==> src/rtl/multi_debounce.sv <==
// ============================================================================
// Module   : multi_debounce
// Brief    : N-channel push-button conditioner. Each channel has a two-flop
//            synchroniser, a restart-on-bounce debouncer, press/release pulses
//            and optional auto-repeat.
// Revision : 1.0 - initial release
// ============================================================================
`default_nettype none

module multi_debounce #(
    parameter int N             = 5,
    parameter int STABLE_CYCLES = 500000,
    parameter int HOLD_CYCLES   = 50000000,
    parameter int REPEAT_CYCLES = 10000000,
    parameter int REPEAT_EN     = 1
) (
    input  logic         clk,
    input  logic         reset,
    input  logic [N-1:0] btn_in,
    output logic [N-1:0] btn_level,
    output logic [N-1:0] btn_press,
    output logic [N-1:0] btn_release,
    output logic [N-1:0] btn_repeat
);

    localparam int                 c_STB_W    = $clog2(STABLE_CYCLES);
    localparam logic [c_STB_W-1:0] c_STB_LAST = c_STB_W'(STABLE_CYCLES - 1);

    for (genvar i = 0; i < N; i++) begin : g_ch
        logic               r_sync1;
        logic               r_sync2;
        logic               r_level;
        logic               r_press;
        logic               r_release;
        logic [c_STB_W-1:0] r_stb_cnt;
        logic               w_mismatch;
        logic               w_accept;
        logic               w_repeat;

        assign w_mismatch = r_sync2 ^ r_level;
        assign w_accept   = w_mismatch && (r_stb_cnt == c_STB_LAST);

        // Any cycle where the synchronised input agrees with the level
        // throws away all accumulated stability credit.
        always_ff @(posedge clk) begin
            if (reset) begin
                r_sync1   <= 1'b0;
                r_sync2   <= 1'b0;
                r_level   <= 1'b0;
                r_press   <= 1'b0;
                r_release <= 1'b0;
                r_stb_cnt <= '0;
            end else begin
                r_sync1   <= btn_in[i];
                r_sync2   <= r_sync1;
                r_press   <= w_accept &  r_sync2;
                r_release <= w_accept & ~r_sync2;
                if (!w_mismatch) begin
                    r_stb_cnt <= '0;
                end else if (w_accept) begin
                    r_stb_cnt <= '0;
                    r_level   <= r_sync2;
                end else begin
                    r_stb_cnt <= r_stb_cnt + c_STB_W'(1);
                end
            end
        end

        if (REPEAT_EN != 0) begin : g_rep
            localparam int c_HOLD_MAX = (HOLD_CYCLES > REPEAT_CYCLES) ?
                                        HOLD_CYCLES : REPEAT_CYCLES;
            localparam int                 c_HLD_W     = $clog2(c_HOLD_MAX) + 1;
            localparam logic [c_HLD_W-1:0] c_HOLD_LAST = c_HLD_W'(HOLD_CYCLES - 1);
            localparam logic [c_HLD_W-1:0] c_REP_LAST  = c_HLD_W'(REPEAT_CYCLES - 1);

            logic [c_HLD_W-1:0] r_hold_cnt;
            logic               r_phase;
            logic               r_repeat;
            logic [c_HLD_W-1:0] w_thresh;

            assign w_thresh = r_phase ? c_REP_LAST : c_HOLD_LAST;

            // An accepted change while the level is high is a release, which
            // must win over a repeat falling on the same edge.
            always_ff @(posedge clk) begin
                if (reset) begin
                    r_hold_cnt <= '0;
                    r_phase    <= 1'b0;
                    r_repeat   <= 1'b0;
                end else if (!r_level || w_accept) begin
                    r_hold_cnt <= '0;
                    r_phase    <= 1'b0;
                    r_repeat   <= 1'b0;
                end else if (r_hold_cnt == w_thresh) begin
                    r_hold_cnt <= '0;
                    r_phase    <= 1'b1;
                    r_repeat   <= 1'b1;
                end else begin
                    r_hold_cnt <= r_hold_cnt + c_HLD_W'(1);
                    r_repeat   <= 1'b0;
                end
            end

            assign w_repeat = r_repeat;
        end else begin : g_norep
            assign w_repeat = 1'b0;
        end

        assign btn_level[i]   = r_level;
        assign btn_press[i]   = r_press;
        assign btn_release[i] = r_release;
        assign btn_repeat[i]  = w_repeat;
    end

endmodule

`default_nettype wire

==> config.mk <==
export PLATFORM = sky130hd
export DESIGN_NAME = multi_debounce
export DESIGN_NICKNAME = d
export VERILOG_FILES = /design/src/rtl/multi_debounce.sv
export SDC_FILE = /design/constraint.sdc
export NUM_CORES = 1
export LEC_CHECK = 0
export BUFFER_PORTS_ARGS = -buffer_cell sky130_fd_sc_hd__buf_2
export CAP_MARGIN = 20
export CORE_MARGIN = 1
export CORE_UTILIZATION = 45
export CTS_CLUSTER_DIAMETER = 30
export DETAILED_ROUTE_END_ITERATION = 6
export GPL_ROUTABILITY_DRIVEN = 0
export PLACE_DENSITY = 0.64
export SYNTH_ARGS = -nofsm -noshare
export SYNTH_HDL_FRONTEND = slang
export SYNTH_SLANG_ARGS = --single-unit
==> constraint.sdc <==
create_clock -name clk -period 3.25 [get_ports clk]
set_clock_uncertainty 0.1 [all_clocks]
set_input_delay 0.65 -clock clk [delete_from_list [all_inputs] [get_ports clk]]
set_output_delay 0.65 -clock clk [all_outputs]
set_load 0.005 [all_outputs]
==> key figures, run 1 <==
Floorplanning
  – Ports: 27
  – Die width: 168 um
  – Die height: 168 um
  – # rows: 60
  – Initial core utilization: 45.9%
  – Die ar.: 28200 sq um
  – Core Area: 27000 sq um

Job
  – Max_cap viols: 0

Logic synthesis
  – Async S/R FF share, synth: 0%
  – Warnings, synthesis: 0
  – Flops & latches, synth: 265
  – Synthesized instance count: 1388
  – Post-synth EDFFs: 0
  – Syn Nets: 1405
  – Synthesized area per cell: 8.91 sq um
  – Most used flip-flop cell after synthesis: dfxtp_1
  – Sequential share of the synthesized area: 42.9%
  – Distinct cells, synth: 57
  – Synth Cell Area: 12400 sq um

CTS
  – Clock sinks: 265
  – Clock buffer depth: 3
  – CTS H-tree lvls: 2
  – Clk root buf: clkbuf_16
  – Skew-Pair Late Insertion Delay: 560 ps
  – Total CTS buffers: 60
  – Reg clk slew, reported paths: 50 ps
  – Setup bufs post-CTS: 0
  – CTS tree: done
  – Hold buffer count at cts: 0
  – Post_cts resized: 0

Route
  – # DRC: 0
  – DRT Wirelength: 25300 um
  – Routed length per placed instance: 14.1 um
  – 1st-iter DRT viols: 634
  – DR pass1 iterations: 5
  – Via/cell ratio: 5.74
  – DR vias: 10321
  – DRT antenna net count: 0

Critical path
  – Data required, critical path: 3550 ps
  – CP Class: reg -> reg
  – Crit. End Element: register
  – Arr. time, crit path: 2780 ps
  – Critical path peak fanout: 19
  – Startpoint types: register

Power
  – Worst vdd ir: 0.000452 V
  – Power Density: 653 nW/um^2
  – LEAKAGE: 4.53 nW
  – Total design power: 0.00965 W

Finish
  – Commonest cells after routing, fill and taps aside: dfxtp_1 (265), nor3_1 (88), nor2_1 (87)
  – FILL cells: 2408
  – Layout cell share with drive strength beyond 1: 12.2%
  – Final #Nets: 1423
  – Final Util: 54.8%
  – Antenna cells: 0
  – Commonest non-fill, non-tap cell in the layout: dfxtp_1
  – Area Overhead vs Synth: 19.5%

Global routing
  – Initial antenna violation count: 0
  – Largest net degree at the start of global routing: 31
  – First-pass GRT wire length: 43600 um
  – Vias in the first global route: 9454
  – Total GRT Usage: 18.0%
  – Grt total ovfl: 0

Run status
  – Status: complete, no violations

STA
  – RSZ-0062 raised after global routing: no
  – Worst-Margin Slew: 744 ps
  – Final Hold Fails: 0
  – Peak Freq: 0.404 GHz
  – Minimum clock period: 2470 ps
  – Post-route setup TNS: 0 ps
  – Slew Limit Fails: 0
  – Final setup margin: 776 ps
  – Hold_ws: 198 ps
  – Final worst path period share: 76.1%
  – Final Setup Violations: 0
  – Slew headroom: 50.4%

Placed design
  – Hpwl dp: 16100 um
  – I/O Buffers: 26
  – Worst slack at placement: 773 ps

Worst hold path
  – Worst hold path type: in -> reg
## worst max-delay path, stage by stage, from the launching register on
cell and delay, ps:
dfxtp_1 340, or4b_2 660, nor4_2 390, a311o_1 710, nor2_1 120
## stage by stage
stage          area, sq um  instances
2_1_floorplan        12400       1388
3_3_place_gp         12600       1685
3_5_place_dp         12600       1685
4_1_cts              14800       1798
5_1_grt              14800       1798
6_report             14800       1798
## kinds of logic after synthesis
family | Yosys count | synth area share (%)
AND/OR/NAND/NOR | 645 | 30.1
AO/OA/AOI/OAI | 230 | 12.9
flip-flops | 265 | 42.9
buffers and inverters | 122 | 4.88
adder cells (fa/ha/maj) | 10 | 1.01
XOR/XNOR | 116 | 8.21
## layer usage
metal / GRT usage, % / routed length (um) / share of wire, %
met5: 0 / 0 / 0
met4: 6.98 / 619 / 2.4
met1: 23.3 / 12300 / 49
met2: 29.5 / 11400 / 45
met3: 3.71 / 985 / 3.9
## area by class of cell
class / instances / area [sq um] / area share (%)
multi-input combinational: 1001 / 6480 / 43.8
sequential: 265 / 5310 / 35.9
clock buffer: 71 / 1650 / 11.2
clock inverter: 42 / 529 / 3.58
tap: 341 / 427 / 2.89
timing repair buffer: 43 / 258 / 1.74
inverter: 35 / 131 / 0.889
## report_power, final
group	total [W]	internal (W)	switching, W	leakage [nW]
sequential	0.00327	0.00327	0.00000488	2.14
combinational	0.0000367	0.0000111	0.0000256	1.34
clock	0.00634	0.00437	0.00197	1.05
total	0.00965	0.00764	0.00200	4.53
## final timing paths
path | start | end | slack (ps) | cells after the start
worst max-delay path | g_ch[1].r_stb_cnt[6]$_SDFF_PP0_ | g_ch[1].r_stb_cnt[9]$_SDFF_PP0_ | 780 | 4
worst min-delay path | btn_in[2] | g_ch[2].r_sync1$_SDFF_PP0_ | 200 | 2
worst max register to register | g_ch[1].r_stb_cnt[6]$_SDFF_PP0_ | g_ch[1].r_stb_cnt[9]$_SDFF_PP0_ | 780 | 4
worst min register to register | g_ch[3].r_sync1$_SDFF_PP0_ | g_ch[3].r_sync2$_SDFF_PP0_ | 330 | 1
## synth_stat cells, types with 17 or more instances
library cell    n  area share (%)
or3_1          48             2.4
nor2_1         87             2.6
clkbuf_1       38             1.2
nor3_1         88             3.6
buf_4          23             1.4
a21oi_1        36             1.5
nor4_1         18            0.91
o21ai_0        45             1.8
dfxtp_1       265              43
and4_1         27             1.9
xor2_1         63             4.5
xnor2_1        53             3.8
and2_1         17            0.86
o31ai_1        58             3.5
inv_1          35             1.1
nand4_1        64             3.2
nand2_1        66             2.0
a211oi_1       70             4.2
and3_1         22             1.1
or4_1          62             3.8
buf_2          17            0.69
nand3_1        83             3.4
## state kept, by name, indices dropped and copies added (netlist names)
name	cells
g_ch.r_release	5
g_ch.g_rep.r_phase	5
g_ch.g_rep.r_repeat	5
g_ch.r_stb_cnt	95
g_ch.r_sync2	5
g_ch.g_rep.r_hold_cnt	135
g_ch.r_sync1	5
g_ch.r_level	5
g_ch.r_press	5
No activity file was read; power rests on OpenSTA's default activity.
==> run 2, diff against run 1 <==
--- a/config.mk
+++ b/config.mk
@@ -5,6 +5,7 @@
 export SDC_FILE = /design/constraint.sdc
 export NUM_CORES = 1
 export LEC_CHECK = 0
+export ABC_AREA = 1
 export BUFFER_PORTS_ARGS = -buffer_cell sky130_fd_sc_hd__buf_2
 export CAP_MARGIN = 20
 export CORE_MARGIN = 1
@@ -12,7 +13,7 @@
 export CTS_CLUSTER_DIAMETER = 30
 export DETAILED_ROUTE_END_ITERATION = 6
 export GPL_ROUTABILITY_DRIVEN = 0
-export PLACE_DENSITY = 0.64
+export PLACE_DENSITY = 0.67
 export SYNTH_ARGS = -nofsm -noshare
 export SYNTH_HDL_FRONTEND = slang
 export SYNTH_SLANG_ARGS = --single-unit
==> constraint.sdc (replaced) <==
create_clock -name clk -period 2 [get_ports clk]
set_clock_uncertainty 0.1 [all_clocks]
set_input_delay 0.4 -clock clk [delete_from_list [all_inputs] [get_ports clk]]
set_output_delay 0.4 -clock clk [all_outputs]
set_load 0.005 [all_outputs]
==> key figures, run 2 <==
Run status
  – Status: complete, no violations (unchanged)

Placed design
  – Hpwl dp: 19100 um (was 16100 um)
  – I/O Buffers: 26 (unchanged)
  – Dpl cell area: 13900 sq um (was 12600 sq um)

Route
  – 1st-iter DRT viols: 502 (was 634)
  – DRT Wirelength: 27400 um (was 25300 um)
  – DRT antenna net count: 0 (unchanged)
  – # DRC: 0 (unchanged)
  – Via/cell ratio: 4.69 (was 5.74)
  – Routed length per placed instance: 10.9 um (was 14.1 um)
  – DR vias: 11765 (was 10321)
  – DR pass1 iterations: 5 (unchanged)

Critical path
  – Crit. End Element: register (unchanged)
  – R2R cell count: 8 (was 4)
  – Startpoint types: register (unchanged)
  – Arr. time, crit path: 2150 ps (was 2780 ps)
  – Data required, critical path: 2340 ps (was 3550 ps)
  – R2r setup slk: 190 ps (was 780 ps)
  – Critical R2R Launch: g_ch[0].r_stb_cnt[0]$_SDFF_PP0_ (was g_ch[1].r_stb_cnt[6]$_SDFF_PP0_)
  – RR Endpoint: g_ch[0].g_rep.r_hold_cnt[21]$_SDFF_PP0_ (was g_ch[1].r_stb_cnt[9]$_SDFF_PP0_)
  – CP Class: reg -> reg (unchanged)
  – Critical path peak fanout: 14 (was 19)

STA
  – Slew headroom: 71.1% (was 50.4%)
  – Final worst path period share: 90.7% (was 76.1%)
  – Final Setup Violations: 0 (unchanged)
  – Post-route setup TNS: 0 ps (unchanged)
  – Worst-Margin Slew: 431 ps (was 744 ps)
  – Peak Freq: 0.551 GHz (was 0.404 GHz)
  – Minimum clock period: 1810 ps (was 2470 ps)
  – Slew Limit Fails: 0 (unchanged)
  – Final Hold Fails: 0 (unchanged)
  – RSZ-0062 raised after global routing: no (unchanged)

CTS
  – Clk root buf: clkbuf_16 (unchanged)
  – CTS H-tree lvls: 2 (unchanged)
  – CTS tree: done (unchanged)
  – Clock buffer depth: 3 (unchanged)
  – Skew-Pair Late Insertion Delay: 560 ps (about the same)
  – Reg clk slew, reported paths: 50 ps (about the same)
  – Total CTS buffers: 61 (was 60)
  – Clock sinks: 265 (unchanged)

Logic synthesis
  – Post-synth EDFFs: 0 (unchanged)
  – Synth top area share: 39.2% (was 42.9%)
  – Synth Cell Area: 13500 sq um (was 12400 sq um)
  – Synthesized area per cell: 6.73 sq um (was 8.91 sq um)
  – Warnings, synthesis: 0 (unchanged)
  – Async S/R FF share, synth: 0% (unchanged)
  – Top post-synthesis cells by area: dfxtp_1 (39%), nand2_1 (14%), nor2_1 (14%), inv_1 (6.0%), xor2_1 (4.5%) (was dfxtp_1 (43%), xor2_1 (4.5%), a211oi_1 (4.2%), or4_1 (3.8%), xnor2_1 (3.8%))
  – Synth cell count leaders: nand2_1 (513), nor2_1 (503), dfxtp_1 (265), inv_1 (218), nand3_1 (106) (was dfxtp_1 (265), nor3_1 (88), nor2_1 (87), nand3_1 (83), a211oi_1 (70))
  – Top-count cell post-synth: nand2_1 (was dfxtp_1)
  – Distinct cells, synth: 32 (was 57)
  – Synthesized instance count: 2009 (was 1388)
  – Sequential share of the synthesized area: 39.2% (was 42.9%)
  – Flops & latches, synth: 265 (unchanged)
  – Synth area leader: dfxtp_1 (unchanged)
  – Most used flip-flop cell after synthesis: dfxtp_1 (unchanged)
  – Syn Nets: 2026 (was 1405)

Global routing
  – Initial antenna violation count: 0 (unchanged)
  – First-pass GRT wire length: 47700 um (was 43600 um)
  – Grt total ovfl: 0 (unchanged)
  – Total GRT Usage: 18.0% (about the same)
  – Largest net degree at the start of global routing: 28 (was 31)
  – Vias in the first global route: 10990 (was 9454)

Floorplanning
  – Initial core utilization: 45.6% (was 45.9%)
  – Die width: 175 um (was 168 um)
  – Die ar.: 30800 sq um (was 28200 sq um)
  – Die height: 175 um (was 168 um)
  – # rows: 63 (was 60)
  – Core Area: 29600 sq um (was 27000 sq um)
  – Ports: 27 (unchanged)

Power
  – Power Density: 985 nW/um^2 (was 653 nW/um^2)
  – Worst vdd ir: 0.000903 V (was 0.000452 V)
  – Total design power: 0.0159 W (was 0.00965 W)
  – LEAKAGE: 5.38 nW (was 4.53 nW)

Finish
  – Register with the most flip-flops: g_ch.g_rep.r_hold_cnt (unchanged)
  – Antenna cells: 0 (unchanged)
  – Final Cell Area: 16200 sq um (was 14800 sq um)
  – FILL cells: 2847 (was 2408)
  – Commonest non-fill, non-tap cell in the layout: nand2_1 (was dfxtp_1)
  – Max reg flops: 135 (unchanged)
  – Commonest cells after routing, fill and taps aside: nand2_1 (513), nor2_1 (502), dfxtp_1 (265) (was dfxtp_1 (265), nor3_1 (88), nor2_1 (87))
  – Layout cell share with drive strength beyond 1: 10.0% (was 12.2%)
  – Largest registers: g_ch.g_rep.r_hold_cnt x135, g_ch.r_stb_cnt x95 (unchanged)
  – Final #Nets: 2085 (was 1423)
  – Area Overhead vs Synth: 19.5% (about the same)
  – Area of the multi-input gates: 7100 sq um (was 6480 sq um)
  – Reg area: 5310 sq um (unchanged)

Worst hold path
  – Worst hold path type: in -> reg (unchanged)
  – Hold EP: g_ch[2].r_sync1$_SDFF_PP0_ (unchanged)
  – Min-Delay Path Depth: 3 (was 2)
  – Min-Delay Startpoint: reset (was btn_in[2])

Job
  – Max_cap viols: 0 (unchanged)
==> run 2: cell types whose count changed in the layout (fill, tap and decap cells not counted), moves of 32 or more <==
cell      before  now
a211oi_1      69    0
inv_1         35  218
nand2_1       66  513
nand4_1       64   30
nor2_1        87  502
nor3_1        88   44
o21ai_0       45   13
o31ai_1       58    0
or3_1         48    0
or4_1         62    0
==> run 2: how the worst max path moves through the flow <==
stage / depth (start not counted) / slack, ps / endpoint / startpoint
floorplan: 9 / 400 / g_ch[4].g_rep.r_hold_cnt[11]$_SDFF_PP0_ / g_ch[4].g_rep.r_hold_cnt[0]$_SDFF_PP0_
CTS: 8 / 140 / g_ch[0].g_rep.r_hold_cnt[21]$_SDFF_PP0_ / g_ch[0].r_stb_cnt[0]$_SDFF_PP0_
detailed placement: 8 / 180 / g_ch[0].g_rep.r_hold_cnt[11]$_SDFF_PP0_ / g_ch[0].r_stb_cnt[0]$_SDFF_PP0_
global route: 6 / 20 / g_ch[2].r_stb_cnt[15]$_SDFF_PP0_ / g_ch[2].r_stb_cnt[0]$_SDFF_PP0_
finish: 8 / 190 / g_ch[0].g_rep.r_hold_cnt[21]$_SDFF_PP0_ / g_ch[0].r_stb_cnt[0]$_SDFF_PP0_
global placement: 6 / 240 / g_ch[2].r_stb_cnt[15]$_SDFF_PP0_ / g_ch[2].r_stb_cnt[0]$_SDFF_PP0_
==> run 2: repair_timing <==
action                                  in CTS  in global routing
setup buffers                                0                  0
gates resized for setup                      0                  4
hold buffers                                 5                  0
endpoints found under the setup margin       0                 10
endpoints found under the hold margin        5                  0
==> run 2: cell type report <==
cell class / instances / area share (%)
Tap cell: 390 / 3.02
Multi-Input combinational cell: 1485 / 43.9
Sequential cell: 265 / 32.8
Inverter: 222 / 5.15
Clock buffer: 74 / 10.4
Timing Repair Buffer: 33 / 1.28
Clock inverter: 39 / 3.44
==> run 2: through the flow <==
step | hold WS, ps | worst slack, ps | utilization (%) | instances
global route | 94.6 | 18.8 | 54.5 | 2508
global placement | 295 | 237 | 46.7 | 2389
CTS | 72.2 | 136 | 54.4 | 2507
floorplan | 288 | 400 | - | 2009
detailed placement | 296 | 178 | 46.7 | 2389
finish | 91.4 | 186 | 54.5 | 2508
==> run 2: report_power, final <==
group / total (W) / internal, W / switching, W
logic: 0.0000780 / 0.0000288 / 0.0000492
clock network: 0.0105 / 0.00738 / 0.00315
registers: 0.00532 / 0.00531 / 0.00000816
total: 0.0159 / 0.0127 / 0.00320
==> run 2: worst max-delay path: stages, from the launching register on <==
cell and delay, ps:
dfxtp_1 340, ha_1 200, nand3_1 180, nor2_1 250, nand3_2 150, nand2_1 140, nor2_2 90, nand2_4 180
nor2_1 70
==> run 2: logic make-up (layout without fill, tap and decap cells) <==
| group | count (synthesis) | count (layout) | share of synthesized area (%) |
|---|---|---|---|
| adder cells (fa/ha/maj) | 10 | 10 | 0.925 |
| flip-flops | 265 | 265 | 39.2 |
| AND/OR/NAND/NOR | 1304 | 1305 | 41.7 |
| buffers and inverters | 260 | 368 | 8.54 |
| AO/OA/AOI/OAI | 50 | 50 | 1.90 |
| XOR/XNOR | 120 | 120 | 7.77 |
==> run 2: layer usage <==
metal	global-route usage (%)	routed length, um	vias up
met2	30.1	12300	171
met4	5.80	546	0
met1	23.4	13500	5211
li1	-	-	6330
met3	3.20	1110	53
met5	0	0	-
